$ cat config.mk
export PLATFORM = sky130hd
export DESIGN_NAME = sr_flag_unit
export DESIGN_NICKNAME = d
export VERILOG_FILES = /design/src/rtl/sr_flag_unit_pkg.sv /design/src/rtl/sr_flag_unit_gie_seq.sv /design/src/rtl/sr_flag_unit.sv
export SDC_FILE = /design/constraint.sdc
export NUM_CORES = 1
export LEC_CHECK = 0
export CAP_MARGIN = 15
export CORE_MARGIN = 3
export CORE_UTILIZATION = 32
export CTS_BUF_LIST = sky130_fd_sc_hd__clkbuf_8
export CTS_CLUSTER_DIAMETER = 150
export CTS_CLUSTER_SIZE = 40
export DETAILED_ROUTE_END_ITERATION = 7
export GPL_TIMING_DRIVEN = 0
export PLACE_DENSITY = 0.95
export SLEW_MARGIN = 20
export SYNTH_ARGS = -nofsm -noshare
export SYNTH_HDL_FRONTEND = slang
export SYNTH_SLANG_ARGS = --single-unit
$ cat constraint.sdc
create_clock -name MCLK -period 1.8 [get_ports MCLK]
set_input_delay 0.18 -clock MCLK [delete_from_list [all_inputs] [get_ports MCLK]]
set_output_delay 0.18 -clock MCLK [all_outputs]
set_load 0.03 [all_outputs]
$ cat src/rtl/sr_flag_unit_pkg.sv
// Shared definitions for the MSP430 status register (R2) unit:
// SR bit positions, write masks and the delayed-GIE sequencer encodings.
package sr_flag_unit_pkg;

    // Bit positions inside R2
    localparam int SR_C      = 0;
    localparam int SR_Z      = 1;
    localparam int SR_N      = 2;
    localparam int SR_GIE    = 3;
    localparam int SR_CPUOFF = 4;
    localparam int SR_OSCOFF = 5;
    localparam int SR_SCG0   = 6;
    localparam int SR_SCG1   = 7;
    localparam int SR_V      = 8;

    // Bits 15:9 are reserved and must always read back as zero
    localparam logic [15:0] SR_WR_MASK  = 16'h01FF;

    // Interrupt entry clears everything except SCG0
    localparam logic [15:0] SR_INT_KEEP = 16'h0040;

    // Delayed-GIE sequencer states
    typedef enum logic [1:0] {
        GIE_OFF  = 2'd0,
        GIE_PEND = 2'd1,
        GIE_ON   = 2'd2
    } gie_state_t;

    // Which write path produced the next SR value this cycle
    typedef enum logic [1:0] {
        SRC_NONE    = 2'd0,
        SRC_INT_ACK = 2'd1,
        SRC_RETI    = 2'd2,
        SRC_SR_WE   = 2'd3
    } sr_src_t;

endpackage

$ cat src/rtl/sr_flag_unit_gie_seq.sv
// Delayed-GIE sequencer: enabling GIE by an explicit SR write only takes
// effect after the next instruction completes, while RETI restores it
// immediately. Any path that clears GIE drops the enable at once.
module gie_seq
    import sr_flag_unit_pkg::*;
(
    input  logic    clk,
    input  logic    rst_n,
    input  logic    gie_next,
    input  sr_src_t src,
    input  logic    instr_done,
    output logic    gie_eff
);

    gie_state_t state;

    // State and registered enable move together so gie_eff always equals (state == GIE_ON)
    always_ff @(posedge clk or negedge rst_n) begin
        if (!rst_n) begin
            state   <= GIE_OFF;
            gie_eff <= 1'b0;
        end else if ((src == SRC_INT_ACK) || ((src != SRC_NONE) && !gie_next)) begin
            state   <= GIE_OFF;
            gie_eff <= 1'b0;
        end else begin
            case (src)
                SRC_RETI: begin
                    state   <= GIE_ON;
                    gie_eff <= 1'b1;
                end
                SRC_SR_WE: begin
                    if (state == GIE_ON) begin
                        state   <= GIE_ON;
                        gie_eff <= 1'b1;
                    end else begin
                        state   <= GIE_PEND;
                        gie_eff <= 1'b0;
                    end
                end
                default: begin
                    if ((state == GIE_PEND) && instr_done) begin
                        state   <= GIE_ON;
                        gie_eff <= 1'b1;
                    end else if (state == GIE_ON) begin
                        state   <= GIE_ON;
                        gie_eff <= 1'b1;
                    end else if (state == GIE_PEND) begin
                        state   <= GIE_PEND;
                        gie_eff <= 1'b0;
                    end else begin
                        state   <= GIE_OFF;
                        gie_eff <= 1'b0;
                    end
                end
            endcase
        end
    end

endmodule

$ cat src/rtl/sr_flag_unit.sv
// MSP430 status register (R2) sitting behind the ALU. Captures C/Z/N/V under
// per-flag enables, services explicit SR writes, interrupt entry and RETI,
// and hands the delayed-GIE sequencing to gie_seq.
module sr_flag_unit
    import sr_flag_unit_pkg::*;
#(
    parameter int SIZE = 16
) (
    input  logic            MCLK,
    input  logic            RST_n,
    input  logic [SIZE-1:0] ALU_OUT,
    input  logic            Cout,
    input  logic            Vout,
    input  logic            BW,
    input  logic [3:0]      FLAG_WE,
    input  logic            SR_WE,
    input  logic [SIZE-1:0] SR_DIN,
    input  logic            RETI_LD,
    input  logic [SIZE-1:0] RETI_DIN,
    input  logic            INT_ACK,
    input  logic            INSTR_DONE,
    output logic [SIZE-1:0] SR_OUT,
    output logic            GIE_EFF,
    output logic            CPU_OFF
);

    logic [SIZE-1:0] sr_q;
    logic [SIZE-1:0] sr_next;
    sr_src_t         src;
    logic            z_flag;
    logic            n_flag;

    // Zero and negative follow the operand width of the current instruction
    always_comb begin
        z_flag = 1'b0;
        n_flag = 1'b0;
        if (BW) begin
            z_flag = (ALU_OUT[7:0] == 8'h00);
            n_flag = ALU_OUT[7];
        end else begin
            z_flag = (ALU_OUT == '0);
            n_flag = ALU_OUT[SIZE-1];
        end
    end

    // Prioritised next-SR selection: interrupt entry, RETI, explicit write, then flag capture
    always_comb begin
        sr_next = sr_q;
        src     = SRC_NONE;
        if (INT_ACK) begin
            sr_next = sr_q & SR_INT_KEEP;
            src     = SRC_INT_ACK;
        end else if (RETI_LD) begin
            sr_next = RETI_DIN & SR_WR_MASK;
            src     = SRC_RETI;
        end else if (SR_WE) begin
            sr_next = SR_DIN & SR_WR_MASK;
            src     = SRC_SR_WE;
        end else begin
            if (FLAG_WE[0]) sr_next[SR_C] = Cout;
            if (FLAG_WE[1]) sr_next[SR_Z] = z_flag;
            if (FLAG_WE[2]) sr_next[SR_N] = n_flag;
            if (FLAG_WE[3]) sr_next[SR_V] = Vout;
        end
    end

    // R2 storage; reserved bits can never become set because every source is masked
    always_ff @(posedge MCLK or negedge RST_n) begin
        if (!RST_n) begin
            sr_q <= '0;
        end else begin
            sr_q <= sr_next;
        end
    end

    gie_seq u_gie_seq (
        .clk        (MCLK),
        .rst_n      (RST_n),
        .gie_next   (sr_next[SR_GIE]),
        .src        (src),
        .instr_done (INSTR_DONE),
        .gie_eff    (GIE_EFF)
    );

    assign SR_OUT  = sr_q;
    assign CPU_OFF = sr_q[SR_CPUOFF];

endmodule

==> results of run 1 <==
-- state kept, by name (all words and copies together) (netlist names) --
name,cells
u_gie_seq.gie_eff,1
u_gie_seq.state,1
SR_OUT,9
-- layout by cell type (no fill, tap or decap), drive strengths merged, types with 2 or more instances in the layout --
master and n:
nor3 4, dfrtp 11, buf 12, nor4 4, o21ai 5, inv 5, conb 7, a31oi 2
clkdlybuf4s50 56, a21oi 6, nor2 11, nand2 2, clkbuf 4, nor3b 2, mux2i 9
-- through the flow --
step                power, uW  instance area (sq um)
global placement          567                   1380
CTS                       812                   1430
floorplan                 413                    786
finish                    802                   1430
detailed placement        575                   1380
global route              845                   1430
-- how the worst max path moves through the flow --
stage                                 start            endpoint
final                             SR_OUT[4]           SR_OUT[4]
after global routing              SR_OUT[4]           SR_OUT[4]
after CTS                         SR_OUT[4]           SR_OUT[4]
after detailed placement         ALU_OUT[7]           SR_OUT[1]
after global placement           ALU_OUT[7]           SR_OUT[1]
after floorplan           u_gie_seq.gie_eff  u_gie_seq.state[0]
-- layer usage --
metal  share of wire, %  global-route usage [%]  vias to the layer above
li1                   -                       -                      428
met1                 36                    17.2                      400
met2                 57                    34.4                       25
met3                5.4                    5.18                        4
met4                2.0                    3.73                        0
met5                  0                       0                        -
-- critical path: stages, from the launching register on --
cell and delay [ns]:
dfrtp_1 0.36, buf_4 0.11, clkdlybuf4s50_1 0.65
-- layout make-up --
| class | count | area (sq um) |
|---|---|---|
| clock buffers | 3 | 41.3 |
| plain buffers | 13 | 90.1 |
| multi-input cells | 65 | 405 |
| fillers | 195 | 807 |
| flip-flops and latches | 11 | 275 |
| clock inverters | 1 | 3.75 |
| well taps | 28 | 35.0 |
| repair buffers | 56 | 561 |
| inverters | 4 | 15.0 |
-- cells by family (layout without fill, tap and decap cells) --
logic type	after synthesis	in the layout
AO/OA/AOI/OAI	19	19
other	1	7
flip-flops	11	11
AND/OR/NAND/NOR	29	29
multiplexers	10	10
buffers and inverters	17	77
-- report_power, final --
part / switching, uW / leakage (uW) / internal (uW)
clock network: 82.9 / 0.0000269 / 149
registers: 9.70 / 0.000144 / 265
logic: 132 / 0.000452 / 164
==> impl_metrics.tcl, run 1 <==
set metrics [dict create \
    power_density_mw_per_mm2 562 \
    dieArea_sq_mm 0.00301 \
    vias_per_cell 4.73 \
    fp.dieW_um 54.8 \
    synth_top_family_by_area "simple AND/OR/NAND/NOR gates" \
    drtIter0Drc 4 \
    drtAntennaViolNets 0 \
    cts_root_buf "clkbuf_8" \
    min_period_ns 1.53 \
    timing.rr.end "u_gie_seq.state[0]" \
    yosys_warnings 0 \
    finalNonFillerCells 181 \
    finalWeightedCongestion 0.783 \
    finalSetupTns_ns 0 \
    ctsHoldBuffers 0 \
    synth_compound_area_share_pct 15.4 \
    synth_area_sq_um 763 \
    grt_max_degree 12 \
    grt_pass1_wl_mm 3.76 \
    maxCapViolCount 0 \
    die_y_um 54.8 \
    layout_setup_ws_ns 0.269 \
    start_util_pct 34.2 \
    drc_errors 0 \
    clock.fmax_mhz 653 \
    firstDrtPassIters 2 \
    area_growth_pct 86.9 \
    cts.sinks 11 \
    tightestPinTransition_ns 0.523 \
    overflow 0 \
    portBuffers 56 \
    r2r_setup_slack_ns 0.63 \
    netlist_top_cells_count "11 x dfrtp_1, 11 x nor2_1, 9 x mux2i_1, 8 x buf_4, 6 x a21oi_1" \
    crit_arrival_ns 1.35 \
    synthTopCellsByArea "dfrtp_1 36%, mux2i_1 12%, buf_4 7.9%, nor2_1 5.4%, a21oi_1 3.9%" \
    cts_buffer_depth 2 \
    period_share_pct 85.1 \
    start_kind "flop" \
    synth_ff_type "dfrtp_1" \
    r2r_cells 3 \
    hold_viol_final 0 \
    num_rows 17 \
    numCtsBuffers 3 \
    grt_pass1_vias 888 \
    grt_setup_unrepaired "false" \
    final-setup-viol-count 0 \
    grt_usage_pct 17.4 \
    num_vias 857 \
    syn_area_per_cell_sq_um 8.77 \
    antenna_found_initial 0 \
    cts_resized 0 \
    synth_edf_count 0 \
    crit_required_ns 1.62 \
    clkLatencyLatePin_ns 0.23 \
    r2r-start "u_gie_seq.gie_eff" \
    synthSimpleGateAreaFrac_pct 21.0 \
    post_synth_xor_area_fraction_pct 0 \
    worstSetupPathType "reg -> out" \
    htree_levels 1 \
    skew_ns 0.000133 \
    insertedDiodeCount 0 \
    cts_tree "done" \
    power_leakage_uw 0.000623 \
    wirelength_mm 2.42 \
    place_hpwl_mm 2.09 \
    clkTransAtPathRegs_ns 0.05 \
    placedCellCount 177 \
    async_flop_share_pct 100 \
    final_util_pct 63.9 \
    coreArea_sq_mm 0.00223 \
    synthCells 87 \
    report.final.slew_viol_count 0 \
    muxShareOfSynthArea_pct 13.3 \
    synth_top_area_cell "dfrtp_1" \
    holdWs_ns 0.298 \
    num_io_pins 79 \
    dp_slack_ns 0.166 \
    ys_seq_area_share_pct 36.1 \
    end_kind "output port" \
    synthAdderAreaFrac_pct 0 \
    status "finished, final reports clean" \
    synth_top_area_share_pct 36.1 \
    yosysUniqueCellTypes 31 \
    layout-drive-gt1-share_pct 11.1 \
    cp_max_fo 3 \
    ys_seq_elements 11 \
    final_nets 215 \
    worst_ir_drop_vdd_mv 0.563 \
    slew_headroom_pct 65.0 \
    wire_per_inst_um 13.4 \
    min_path_type "in -> async" \
    postCtsSetupBuffers 0 \
]
(Power assumes the default switching activity.)
==> inputs of run 2 (changes only) <==
--- a/config.mk
+++ b/config.mk
@@ -10,7 +10,6 @@
 export CORE_UTILIZATION = 32
 export CTS_BUF_LIST = sky130_fd_sc_hd__clkbuf_8
 export CTS_CLUSTER_DIAMETER = 150
-export CTS_CLUSTER_SIZE = 40
 export DETAILED_ROUTE_END_ITERATION = 7
 export GPL_TIMING_DRIVEN = 0
 export PLACE_DENSITY = 0.95
==> results of run 2 <==
No change in the layout: final DEF, timing and power equal those of run 1.
